### config.mk
export PLATFORM = sky130hd
export DESIGN_NAME = exu_wb_arb_flat
export DESIGN_NICKNAME = d
export VERILOG_FILES = /design/src/rtl/exu_wb_arb_pkg.sv /design/src/rtl/exu_wb_arb_if.sv /design/src/rtl/exu_wb_arb_scoreboard.sv /design/src/rtl/exu_wb_arb.sv /design/src/flat_wrapper.sv
export SDC_FILE = /design/constraint.sdc
export NUM_CORES = 1
export LEC_CHECK = 0
export ABC_AREA = 1
export CAP_MARGIN = 20
export CORE_ASPECT_RATIO = 0.75
export CORE_MARGIN = 1
export CORE_UTILIZATION = 45
export DETAILED_ROUTE_END_ITERATION = 8
export PLACE_DENSITY = 0.87
export RECOVER_POWER = 50
export SLEW_MARGIN = 0
export SYNTH_ARGS = -nofsm -noshare
export SYNTH_HDL_FRONTEND = slang
export SYNTH_SLANG_ARGS = --single-unit
### constraint.sdc
create_clock -name clk -period 3.7 [get_ports clk]
set_input_delay 0.925 -clock clk [delete_from_list [all_inputs] [get_ports clk]]
set_output_delay 0.925 -clock clk [all_outputs]
set_load 0.01 [all_outputs]
### src/rtl/exu_wb_arb_pkg.sv
// Shared types for the EXU writeback arbiter: unit encoding, result record
// and the default datapath width.
package exu_wb_arb_pkg;

   localparam int WB_XLEN = 32;

   typedef enum logic [1:0] {
      UNIT_ALU = 2'd0,
      UNIT_MUL = 2'd1,
      UNIT_DIV = 2'd2,
      UNIT_LSU = 2'd3
   } wb_unit_e;

   typedef struct packed {
      logic               valid;
      logic [4:0]         rd_addr;
      logic [WB_XLEN-1:0] data;
   } wb_result_t;

   // Only multi-cycle units are tracked by counters and the scoreboard.
   function automatic logic unit_tracked(wb_unit_e unit);
      return unit != UNIT_ALU;
   endfunction

endpackage

### src/rtl/exu_wb_arb_if.sv
// Issue, result, writeback, status and scoreboard signals between IDU1,
// the execution units and the writeback arbiter.
interface exu_wb_arb_if
   import exu_wb_arb_pkg::*;
#(
   parameter int XLEN = WB_XLEN
) ();

   logic            iss_valid;
   wb_unit_e        iss_unit;
   logic            iss_rd_wr;
   logic [4:0]      iss_rd_addr;

   logic            alu_res_valid;
   logic            alu_res_wr;
   logic [4:0]      alu_res_rd_addr;
   logic [XLEN-1:0] alu_res_data;

   logic            mul_res_valid;
   logic [4:0]      mul_res_rd_addr;
   logic [XLEN-1:0] mul_res_data;
   logic            mul_res_ack;

   logic            div_res_valid;
   logic [4:0]      div_res_rd_addr;
   logic [XLEN-1:0] div_res_data;
   logic            div_res_ack;

   logic            lsu_res_valid;
   logic [4:0]      lsu_res_rd_addr;
   logic [XLEN-1:0] lsu_res_data;
   logic            lsu_res_ack;

   logic            exu_wb_rd_wr_en;
   logic [4:0]      exu_wb_rd_addr;
   logic [XLEN-1:0] exu_wb_data;

   logic            exu_mul_busy;
   logic            exu_div_busy;
   logic            exu_lsu_busy;
   logic            exu_wb_stall;

   logic [4:0]      sb_rs1_addr;
   logic [4:0]      sb_rs2_addr;
   logic            sb_rs1_pending;
   logic            sb_rs2_pending;

   modport master (
      output iss_valid, iss_unit, iss_rd_wr, iss_rd_addr,
      output alu_res_valid, alu_res_wr, alu_res_rd_addr, alu_res_data,
      output mul_res_valid, mul_res_rd_addr, mul_res_data,
      output div_res_valid, div_res_rd_addr, div_res_data,
      output lsu_res_valid, lsu_res_rd_addr, lsu_res_data,
      output sb_rs1_addr, sb_rs2_addr,
      input  mul_res_ack, div_res_ack, lsu_res_ack,
      input  exu_wb_rd_wr_en, exu_wb_rd_addr, exu_wb_data,
      input  exu_mul_busy, exu_div_busy, exu_lsu_busy, exu_wb_stall,
      input  sb_rs1_pending, sb_rs2_pending
   );

   modport slave (
      input  iss_valid, iss_unit, iss_rd_wr, iss_rd_addr,
      input  alu_res_valid, alu_res_wr, alu_res_rd_addr, alu_res_data,
      input  mul_res_valid, mul_res_rd_addr, mul_res_data,
      input  div_res_valid, div_res_rd_addr, div_res_data,
      input  lsu_res_valid, lsu_res_rd_addr, lsu_res_data,
      input  sb_rs1_addr, sb_rs2_addr,
      output mul_res_ack, div_res_ack, lsu_res_ack,
      output exu_wb_rd_wr_en, exu_wb_rd_addr, exu_wb_data,
      output exu_mul_busy, exu_div_busy, exu_lsu_busy, exu_wb_stall,
      output sb_rs1_pending, sb_rs2_pending
   );

endinterface

### src/rtl/exu_wb_arb_scoreboard.sv
// Pending-destination scoreboard: one bit per architectural register, x0 is
// never pending. Set has priority over a same-cycle clear of the same register.
module exu_wb_arb_scoreboard (
   input  logic       clk,
   input  logic       rst,
   input  logic       set_en,
   input  logic [4:0] set_addr,
   input  logic       clr_en,
   input  logic [4:0] clr_addr,
   input  logic [4:0] rs1_addr,
   input  logic [4:0] rs2_addr,
   output logic       rs1_pending,
   output logic       rs2_pending
);

   logic [31:1] pend;
   logic [31:0] pend_all;

   assign pend_all = {pend, 1'b0};

   always_ff @(posedge clk) begin
      if (rst) begin
         pend <= '0;
      end else begin
         for (int i = 1; i < 32; i++) begin
            if (set_en && set_addr == 5'(i)) begin
               pend[i] <= 1'b1;
            end else if (clr_en && clr_addr == 5'(i)) begin
               pend[i] <= 1'b0;
            end
         end
      end
   end

   assign rs1_pending = pend_all[rs1_addr];
   assign rs2_pending = pend_all[rs2_addr];

endmodule

### src/rtl/exu_wb_arb.sv
// EXU writeback arbiter: tracks in-flight MUL/DIV/LSU ops, picks one result per
// cycle for the register-file write port and raises a stall on starvation.
module exu_wb_arb
   import exu_wb_arb_pkg::*;
#(
   parameter int XLEN          = WB_XLEN,
   parameter int MUL_MAX_OUTST = 2,
   parameter int LSU_MAX_OUTST = 1,
   parameter int STARVE_LIMIT  = 4
) (
   input  logic        clk,
   input  logic        rst,
   exu_wb_arb_if.slave bus
);

   localparam int MUL_CW = $clog2(MUL_MAX_OUTST + 1);
   localparam int LSU_CW = $clog2(LSU_MAX_OUTST + 1);
   localparam int STV_CW = $clog2(STARVE_LIMIT + 1);

   logic              gnt_alu, gnt_lsu, gnt_mul, gnt_div, gnt_trk;
   logic              trk_valid;
   logic              iss_mul, iss_div, iss_lsu, sb_set;
   logic              win_valid, win_wr;
   logic [4:0]        win_rd;
   logic [XLEN-1:0]   win_data;
   logic [MUL_CW-1:0] mul_cnt, mul_cnt_nxt;
   logic [LSU_CW-1:0] lsu_cnt, lsu_cnt_nxt;
   logic              div_cnt, div_cnt_nxt;
   logic [STV_CW-1:0] stv_cnt, stv_cnt_nxt;

   // Fixed priority ALU > LSU > MUL > DIV; nothing is granted while in reset.
   always_comb begin
      gnt_alu = !rst && bus.alu_res_valid;
      gnt_lsu = !rst && !bus.alu_res_valid && bus.lsu_res_valid;
      gnt_mul = !rst && !bus.alu_res_valid && !bus.lsu_res_valid && bus.mul_res_valid;
      gnt_div = !rst && !bus.alu_res_valid && !bus.lsu_res_valid && !bus.mul_res_valid
                && bus.div_res_valid;
      gnt_trk   = gnt_lsu || gnt_mul || gnt_div;
      trk_valid = bus.lsu_res_valid || bus.mul_res_valid || bus.div_res_valid;
   end

   assign bus.lsu_res_ack = gnt_lsu;
   assign bus.mul_res_ack = gnt_mul;
   assign bus.div_res_ack = gnt_div;

   always_comb begin
      win_valid = 1'b0;
      win_wr    = 1'b0;
      win_rd    = '0;
      win_data  = '0;
      if (gnt_alu) begin
         win_valid = 1'b1;
         win_wr    = bus.alu_res_wr;
         win_rd    = bus.alu_res_rd_addr;
         win_data  = bus.alu_res_data;
      end else if (gnt_lsu) begin
         win_valid = 1'b1;
         win_wr    = 1'b1;
         win_rd    = bus.lsu_res_rd_addr;
         win_data  = bus.lsu_res_data;
      end else if (gnt_mul) begin
         win_valid = 1'b1;
         win_wr    = 1'b1;
         win_rd    = bus.mul_res_rd_addr;
         win_data  = bus.mul_res_data;
      end else if (gnt_div) begin
         win_valid = 1'b1;
         win_wr    = 1'b1;
         win_rd    = bus.div_res_rd_addr;
         win_data  = bus.div_res_data;
      end
   end

   always_comb begin
      iss_mul = bus.iss_valid && bus.iss_unit == UNIT_MUL;
      iss_div = bus.iss_valid && bus.iss_unit == UNIT_DIV;
      iss_lsu = bus.iss_valid && bus.iss_unit == UNIT_LSU;
      sb_set  = bus.iss_valid && bus.iss_rd_wr && unit_tracked(bus.iss_unit)
                && bus.iss_rd_addr != 5'd0;
   end

   always_comb begin
      mul_cnt_nxt = mul_cnt;
      if (iss_mul && !gnt_mul)      mul_cnt_nxt = mul_cnt + MUL_CW'(1);
      else if (!iss_mul && gnt_mul) mul_cnt_nxt = mul_cnt - MUL_CW'(1);

      lsu_cnt_nxt = lsu_cnt;
      if (iss_lsu && !gnt_lsu)      lsu_cnt_nxt = lsu_cnt + LSU_CW'(1);
      else if (!iss_lsu && gnt_lsu) lsu_cnt_nxt = lsu_cnt - LSU_CW'(1);

      div_cnt_nxt = div_cnt;
      if (iss_div && !gnt_div)      div_cnt_nxt = 1'b1;
      else if (!iss_div && gnt_div) div_cnt_nxt = 1'b0;

      // Saturates at the limit so the stall holds until a tracked unit wins.
      stv_cnt_nxt = stv_cnt;
      if (gnt_trk)                                        stv_cnt_nxt = '0;
      else if (trk_valid && stv_cnt != STV_CW'(STARVE_LIMIT)) stv_cnt_nxt = stv_cnt + STV_CW'(1);
   end

   always_ff @(posedge clk) begin
      if (rst) begin
         mul_cnt             <= '0;
         lsu_cnt             <= '0;
         div_cnt             <= 1'b0;
         stv_cnt             <= '0;
         bus.exu_mul_busy    <= 1'b0;
         bus.exu_div_busy    <= 1'b0;
         bus.exu_lsu_busy    <= 1'b0;
         bus.exu_wb_stall    <= 1'b0;
         bus.exu_wb_rd_wr_en <= 1'b0;
         bus.exu_wb_rd_addr  <= '0;
         bus.exu_wb_data     <= '0;
      end else begin
         mul_cnt          <= mul_cnt_nxt;
         lsu_cnt          <= lsu_cnt_nxt;
         div_cnt          <= div_cnt_nxt;
         stv_cnt          <= stv_cnt_nxt;
         bus.exu_mul_busy <= (mul_cnt_nxt != '0);
         bus.exu_lsu_busy <= (lsu_cnt_nxt != '0);
         bus.exu_div_busy <= div_cnt_nxt;
         bus.exu_wb_stall <= (stv_cnt_nxt == STV_CW'(STARVE_LIMIT));
         if (win_valid) begin
            bus.exu_wb_rd_wr_en <= win_wr && (win_rd != 5'd0);
            bus.exu_wb_rd_addr  <= win_rd;
            bus.exu_wb_data     <= win_data;
         end else begin
            bus.exu_wb_rd_wr_en <= 1'b0;
         end
      end
   end

   exu_wb_arb_scoreboard u_sb (
      .clk         (clk),
      .rst         (rst),
      .set_en      (sb_set),
      .set_addr    (bus.iss_rd_addr),
      .clr_en      (gnt_trk),
      .clr_addr    (win_rd),
      .rs1_addr    (bus.sb_rs1_addr),
      .rs2_addr    (bus.sb_rs2_addr),
      .rs1_pending (bus.sb_rs1_pending),
      .rs2_pending (bus.sb_rs2_pending)
   );

   // Issuing into a full unit or acking an empty one is an upstream bug.
   a_mul_over:  assert property (@(posedge clk) disable iff (rst)
                   !(iss_mul && !gnt_mul && mul_cnt == MUL_CW'(MUL_MAX_OUTST)));
   a_lsu_over:  assert property (@(posedge clk) disable iff (rst)
                   !(iss_lsu && !gnt_lsu && lsu_cnt == LSU_CW'(LSU_MAX_OUTST)));
   a_div_over:  assert property (@(posedge clk) disable iff (rst)
                   !(iss_div && !gnt_div && div_cnt));
   a_mul_under: assert property (@(posedge clk) disable iff (rst) !(gnt_mul && mul_cnt == '0));
   a_lsu_under: assert property (@(posedge clk) disable iff (rst) !(gnt_lsu && lsu_cnt == '0));
   a_div_under: assert property (@(posedge clk) disable iff (rst) !(gnt_div && !div_cnt));

endmodule
### src/flat_wrapper.sv
// flat-port wrapper written by rule: the top's interface ports become plain ports
module exu_wb_arb_flat import exu_wb_arb_pkg::*;
#(
   parameter int XLEN          = WB_XLEN,
   parameter int MUL_MAX_OUTST = 2,
   parameter int LSU_MAX_OUTST = 1,
   parameter int STARVE_LIMIT  = 4
)
  (clk, rst, bus_iss_valid, bus_iss_unit, bus_iss_rd_wr, bus_iss_rd_addr, bus_alu_res_valid, bus_alu_res_wr, bus_alu_res_rd_addr, bus_alu_res_data, bus_mul_res_valid, bus_mul_res_rd_addr, bus_mul_res_data, bus_div_res_valid, bus_div_res_rd_addr, bus_div_res_data, bus_lsu_res_valid, bus_lsu_res_rd_addr, bus_lsu_res_data, bus_sb_rs1_addr, bus_sb_rs2_addr, bus_mul_res_ack, bus_div_res_ack, bus_lsu_res_ack, bus_exu_wb_rd_wr_en, bus_exu_wb_rd_addr, bus_exu_wb_data, bus_exu_mul_busy, bus_exu_div_busy, bus_exu_lsu_busy, bus_exu_wb_stall, bus_sb_rs1_pending, bus_sb_rs2_pending);
  exu_wb_arb_if #(.XLEN(XLEN)) bus_i ();
  input  logic clk;
  input  logic rst;
  input wire logic [$bits(bus_i.iss_valid)-1:0] bus_iss_valid;
  input wire logic [$bits(bus_i.iss_unit)-1:0] bus_iss_unit;
  input wire logic [$bits(bus_i.iss_rd_wr)-1:0] bus_iss_rd_wr;
  input wire logic [$bits(bus_i.iss_rd_addr)-1:0] bus_iss_rd_addr;
  input wire logic [$bits(bus_i.alu_res_valid)-1:0] bus_alu_res_valid;
  input wire logic [$bits(bus_i.alu_res_wr)-1:0] bus_alu_res_wr;
  input wire logic [$bits(bus_i.alu_res_rd_addr)-1:0] bus_alu_res_rd_addr;
  input wire logic [$bits(bus_i.alu_res_data)-1:0] bus_alu_res_data;
  input wire logic [$bits(bus_i.mul_res_valid)-1:0] bus_mul_res_valid;
  input wire logic [$bits(bus_i.mul_res_rd_addr)-1:0] bus_mul_res_rd_addr;
  input wire logic [$bits(bus_i.mul_res_data)-1:0] bus_mul_res_data;
  input wire logic [$bits(bus_i.div_res_valid)-1:0] bus_div_res_valid;
  input wire logic [$bits(bus_i.div_res_rd_addr)-1:0] bus_div_res_rd_addr;
  input wire logic [$bits(bus_i.div_res_data)-1:0] bus_div_res_data;
  input wire logic [$bits(bus_i.lsu_res_valid)-1:0] bus_lsu_res_valid;
  input wire logic [$bits(bus_i.lsu_res_rd_addr)-1:0] bus_lsu_res_rd_addr;
  input wire logic [$bits(bus_i.lsu_res_data)-1:0] bus_lsu_res_data;
  input wire logic [$bits(bus_i.sb_rs1_addr)-1:0] bus_sb_rs1_addr;
  input wire logic [$bits(bus_i.sb_rs2_addr)-1:0] bus_sb_rs2_addr;
  output wire logic [$bits(bus_i.mul_res_ack)-1:0] bus_mul_res_ack;
  output wire logic [$bits(bus_i.div_res_ack)-1:0] bus_div_res_ack;
  output wire logic [$bits(bus_i.lsu_res_ack)-1:0] bus_lsu_res_ack;
  output wire logic [$bits(bus_i.exu_wb_rd_wr_en)-1:0] bus_exu_wb_rd_wr_en;
  output wire logic [$bits(bus_i.exu_wb_rd_addr)-1:0] bus_exu_wb_rd_addr;
  output wire logic [$bits(bus_i.exu_wb_data)-1:0] bus_exu_wb_data;
  output wire logic [$bits(bus_i.exu_mul_busy)-1:0] bus_exu_mul_busy;
  output wire logic [$bits(bus_i.exu_div_busy)-1:0] bus_exu_div_busy;
  output wire logic [$bits(bus_i.exu_lsu_busy)-1:0] bus_exu_lsu_busy;
  output wire logic [$bits(bus_i.exu_wb_stall)-1:0] bus_exu_wb_stall;
  output wire logic [$bits(bus_i.sb_rs1_pending)-1:0] bus_sb_rs1_pending;
  output wire logic [$bits(bus_i.sb_rs2_pending)-1:0] bus_sb_rs2_pending;
  assign bus_i.iss_valid = bus_iss_valid;
  assign bus_i.iss_unit = bus_iss_unit;
  assign bus_i.iss_rd_wr = bus_iss_rd_wr;
  assign bus_i.iss_rd_addr = bus_iss_rd_addr;
  assign bus_i.alu_res_valid = bus_alu_res_valid;
  assign bus_i.alu_res_wr = bus_alu_res_wr;
  assign bus_i.alu_res_rd_addr = bus_alu_res_rd_addr;
  assign bus_i.alu_res_data = bus_alu_res_data;
  assign bus_i.mul_res_valid = bus_mul_res_valid;
  assign bus_i.mul_res_rd_addr = bus_mul_res_rd_addr;
  assign bus_i.mul_res_data = bus_mul_res_data;
  assign bus_i.div_res_valid = bus_div_res_valid;
  assign bus_i.div_res_rd_addr = bus_div_res_rd_addr;
  assign bus_i.div_res_data = bus_div_res_data;
  assign bus_i.lsu_res_valid = bus_lsu_res_valid;
  assign bus_i.lsu_res_rd_addr = bus_lsu_res_rd_addr;
  assign bus_i.lsu_res_data = bus_lsu_res_data;
  assign bus_i.sb_rs1_addr = bus_sb_rs1_addr;
  assign bus_i.sb_rs2_addr = bus_sb_rs2_addr;
  assign bus_mul_res_ack = bus_i.mul_res_ack;
  assign bus_div_res_ack = bus_i.div_res_ack;
  assign bus_lsu_res_ack = bus_i.lsu_res_ack;
  assign bus_exu_wb_rd_wr_en = bus_i.exu_wb_rd_wr_en;
  assign bus_exu_wb_rd_addr = bus_i.exu_wb_rd_addr;
  assign bus_exu_wb_data = bus_i.exu_wb_data;
  assign bus_exu_mul_busy = bus_i.exu_mul_busy;
  assign bus_exu_div_busy = bus_i.exu_div_busy;
  assign bus_exu_lsu_busy = bus_i.exu_lsu_busy;
  assign bus_exu_wb_stall = bus_i.exu_wb_stall;
  assign bus_sb_rs1_pending = bus_i.sb_rs1_pending;
  assign bus_sb_rs2_pending = bus_i.sb_rs2_pending;
  exu_wb_arb #(.XLEN(XLEN), .MUL_MAX_OUTST(MUL_MAX_OUTST), .LSU_MAX_OUTST(LSU_MAX_OUTST), .STARVE_LIMIT(STARVE_LIMIT)) u_core (.clk(clk), .rst(rst), .bus(bus_i));
endmodule
==> metrics.csv <==
stage;metric;value;unit
run_status;status;finished clean;
power;Peak VDD IR;0.000224;V
setup_path;Worst Reg-to-Reg Cells;8;
logic_synthesis;Top FF cell, synth;dfxtp_1;
cts;CTS Hold Bufs;0;
timing;final worst-path cycle share;0.981;
timing;max_slew headroom;0.184;
setup_path;crit-path max FO;7;
timing;Final Slew Violations;0;
floorplan;die height;90.4;um
routing;vias per inst;5.98;
setup_path;Critical Path RT;2.77;ns
routing;DRC;0;
logic_synthesis;Synth warnings;0;
timing;Max Clock Freq;0.275;GHz
timing;RSZ-0062 raised after global routing;false;
cts;post-cts repair resize count;2;
cts;CTS tree;done;
routing;Starting DRT DRC Count;714;
timing;Tmin final;3.63;ns
placed_design;HPWL after DPL;15.5;mm
logic_synthesis;Syn Area/Cell;6.93;sq um
floorplan;Initial Utilization;0.474;
logic_synthesis;distinct cell type count after synthesis;35;
final_layout;layout net count;1068;
logic_synthesis;post-synth top area share;0.333;
logic_synthesis;Cell Area, Synth;4690;sq um
placed_design;Placer Congestion;1.00;
global_routing;Overflow after GRT;0;
routing;final antenna-violating net count;0;
final_layout;area grow syn2layout;56.1;%
power;Pwr per Cell Area;327;nW/um^2
worst_hold_path;worst hold start;u_core.bus.exu_div_busy;
cts;CTS Sinks;78;
logic_synthesis;EDFF count, synth;0;
global_routing;vias in the first global route;5955;
job;maxcap violations;0;
global_routing;GRT Util Overall;0.374;
floorplan;die width;120;um
routing;TritonRoute pass-1 iters;5;
timing;Final setup viols;0;
worst_hold_path;hold path endpoint;u_core.bus.exu_div_busy;
logic_synthesis;Synth area leader;dfxtp_1;
setup_path;Crit. Startpoint;bus_mul_res_valid;
routing;DR vias;6155;
global_routing;initial antenna violation count;2;
cts;root buf cell;clkbuf_16;
cts;Clock Path Buffers;2;
logic_synthesis;ys async rst share;0;
global_routing;first-pass GRT wire length;31.6;mm
routing;per-cell routed wire length;19.6;um
floorplan;I/O pin cnt;221;
global_routing;largest net degree at the start of global routing;66;
cts;clk slew on worst S/H paths;0.07;ns
logic_synthesis;Mapped Cells;676;
logic_synthesis;Synth Net Count;853;
setup_path;worst r2r src;u_core.stv_cnt[0];
timing;worst-margin pin slew;1.22;ns
routing;Total Wirelength;20.2;mm
timing;Layout Skew;0.00508;ns
setup_path;Startpoint Class;primary input;
power;Pwr Total;2.40;mW
setup_path;RR Endpoint;u_core.bus.exu_wb_stall;
floorplan;Rows;31;
setup_path;flop2flop setup slack;2.25;ns
final_layout;layout cell share with drive strength beyond 1;0.0792;
setup_path;Crit. End Element;primary output;
setup_path;CP arrival;2.70;ns
worst_hold_path;Hold Path Class;reg2reg;
logic_synthesis;#FFs+latches synth;78;
worst_hold_path;Hold Path Depth;2;
timing;hold slack;0.452;ns
logic_synthesis;register area share after synthesis;0.333;
cts;TritonCTS buffer count;9;
floorplan;core area;9890;sq um
power;leakage power;2.75;nW
placed_design;Port Buf Inserts;220;
logic_synthesis;top cells by area, synth;dfxtp_1 33%, nand2_1 16%, nand3_1 6.6%;
cts;post-CTS setup buffer count;0;
cts;worst-skew pair later-pin latency;0.34;ns
cts;H-tree depth;3;
floorplan;die area;10800;sq um
timing;Final Hold Fails;0;
setup_path;kind of critical path;in2out;
## cells by family after synthesis
logic type      Yosys count  synth area share
flops                    78             0.333
simple gates            358             0.345
compound gates          153             0.232
fa+ha+maj                 3           0.00801
buf+inv                  80            0.0745
xor+xnor                  4           0.00747
## report_power, final
part	internal (mW)	switching [mW]	leakage (nW)	total, mW
registers	0.884	0.0251	0.638	0.909
clock network	0.528	0.379	0.147	0.907
logic	0.303	0.277	1.97	0.580
total	1.71	0.681	2.75	2.40
## metal layers
metal  track usage  share of wire  vias up
li1              -              -     2793
met1         0.467           0.39     2896
met2         0.615           0.47      391
met3        0.0890           0.10       75
met4         0.157          0.039        0
met5             0              0        -
## sequential cells by signal, summed over array words and instances (netlist names)
register	cells
u_core.bus.exu_wb_data	32
u_core.bus.exu_mul_busy	1
u_core.bus.exu_wb_rd_wr_en	1
u_core.stv_cnt	3
u_core.bus.exu_wb_stall	1
u_core.mul_cnt	2
u_core.bus.exu_div_busy	1
u_core.u_sb.pend	31
u_core.bus.exu_lsu_busy	1
u_core.bus.exu_wb_rd_addr	5
## worst max path at each step
| stage | to | slack (ns) | cells after the start |
|---|---|---|---|
| after floorplan | bus_sb_rs1_pending | 0.91 | 7 |
| after global placement | bus_sb_rs2_pending | -0.02 | 11 |
| after detailed placement | bus_sb_rs2_pending | -0.05 | 11 |
| after CTS | bus_sb_rs2_pending | 0.15 | 11 |
| after global routing | bus_sb_rs1_pending | 0.02 | 10 |
| final | bus_div_res_ack | 0.07 | 5 |
## critical path, cell delays in order
cell	delay, ns
dlygate4sd3_1	0.71
nor2_4	0.27
nand3_2	0.12
inv_2	0.12
clkdlybuf4s50_1	0.55
## stage by stage
stage                     setup TNS, ns  setup WS [ns]  utilization  area [sq um]  cells
after floorplan                       0          0.910            -          4690    676
after global placement          -0.0234        -0.0226        0.712          7040   1012
after detailed placement        -0.0701        -0.0480        0.712          7040   1012
after CTS                             0          0.148        0.742          7330   1028
after global routing                  0         0.0194        0.740          7320   1030
final                                 0         0.0701        0.740          7320   1030
## synthesized netlist by cell type, types with 11 or more instances
cell      number
buf_2         11
nand3_1       62
dfxtp_1       78
a22oi_1       32
a21oi_1       42
nand2_1      196
o21ai_0       33
a41oi_2       11
a41oi_1       13
clkbuf_1      18
nand4_1       19
nor2_1        51
inv_1         37
## area by class of cell
cell class                      count  area (sq um)
Antenna cell                        2          5.00
Clock buffer                       10           229
Clock inverter                      6          70.1
Fill cell                         735          2570
Inverter                           45           170
Multi-Input combinational cell    518          2760
Sequential cell                    78          1560
Tap cell                          132           165
Timing Repair Buffer              239          2360
## placed cells by master (no fill, tap or decap), types with 5 or more instances in the layout
cell	synthesis	layout
nor2_4	8	7
nand3_1	62	62
a22oi_1	32	32
buf_4	3	15
inv_1	37	37
clkbuf_16	0	9
nor3_1	5	5
inv_2	7	7
nor4_1	5	5
o221ai_1	8	8
nand2_1	196	196
a41oi_1	13	13
dlygate4sd3_1	0	44
o21ai_0	33	33
a41oi_2	11	11
dfxtp_1	78	78
nor2_1	51	52
clkdlybuf4s50_1	0	173
o211ai_1	7	7
nand4_1	19	19
a21oi_1	42	43
No activity file was read; power rests on OpenSTA's default activity.
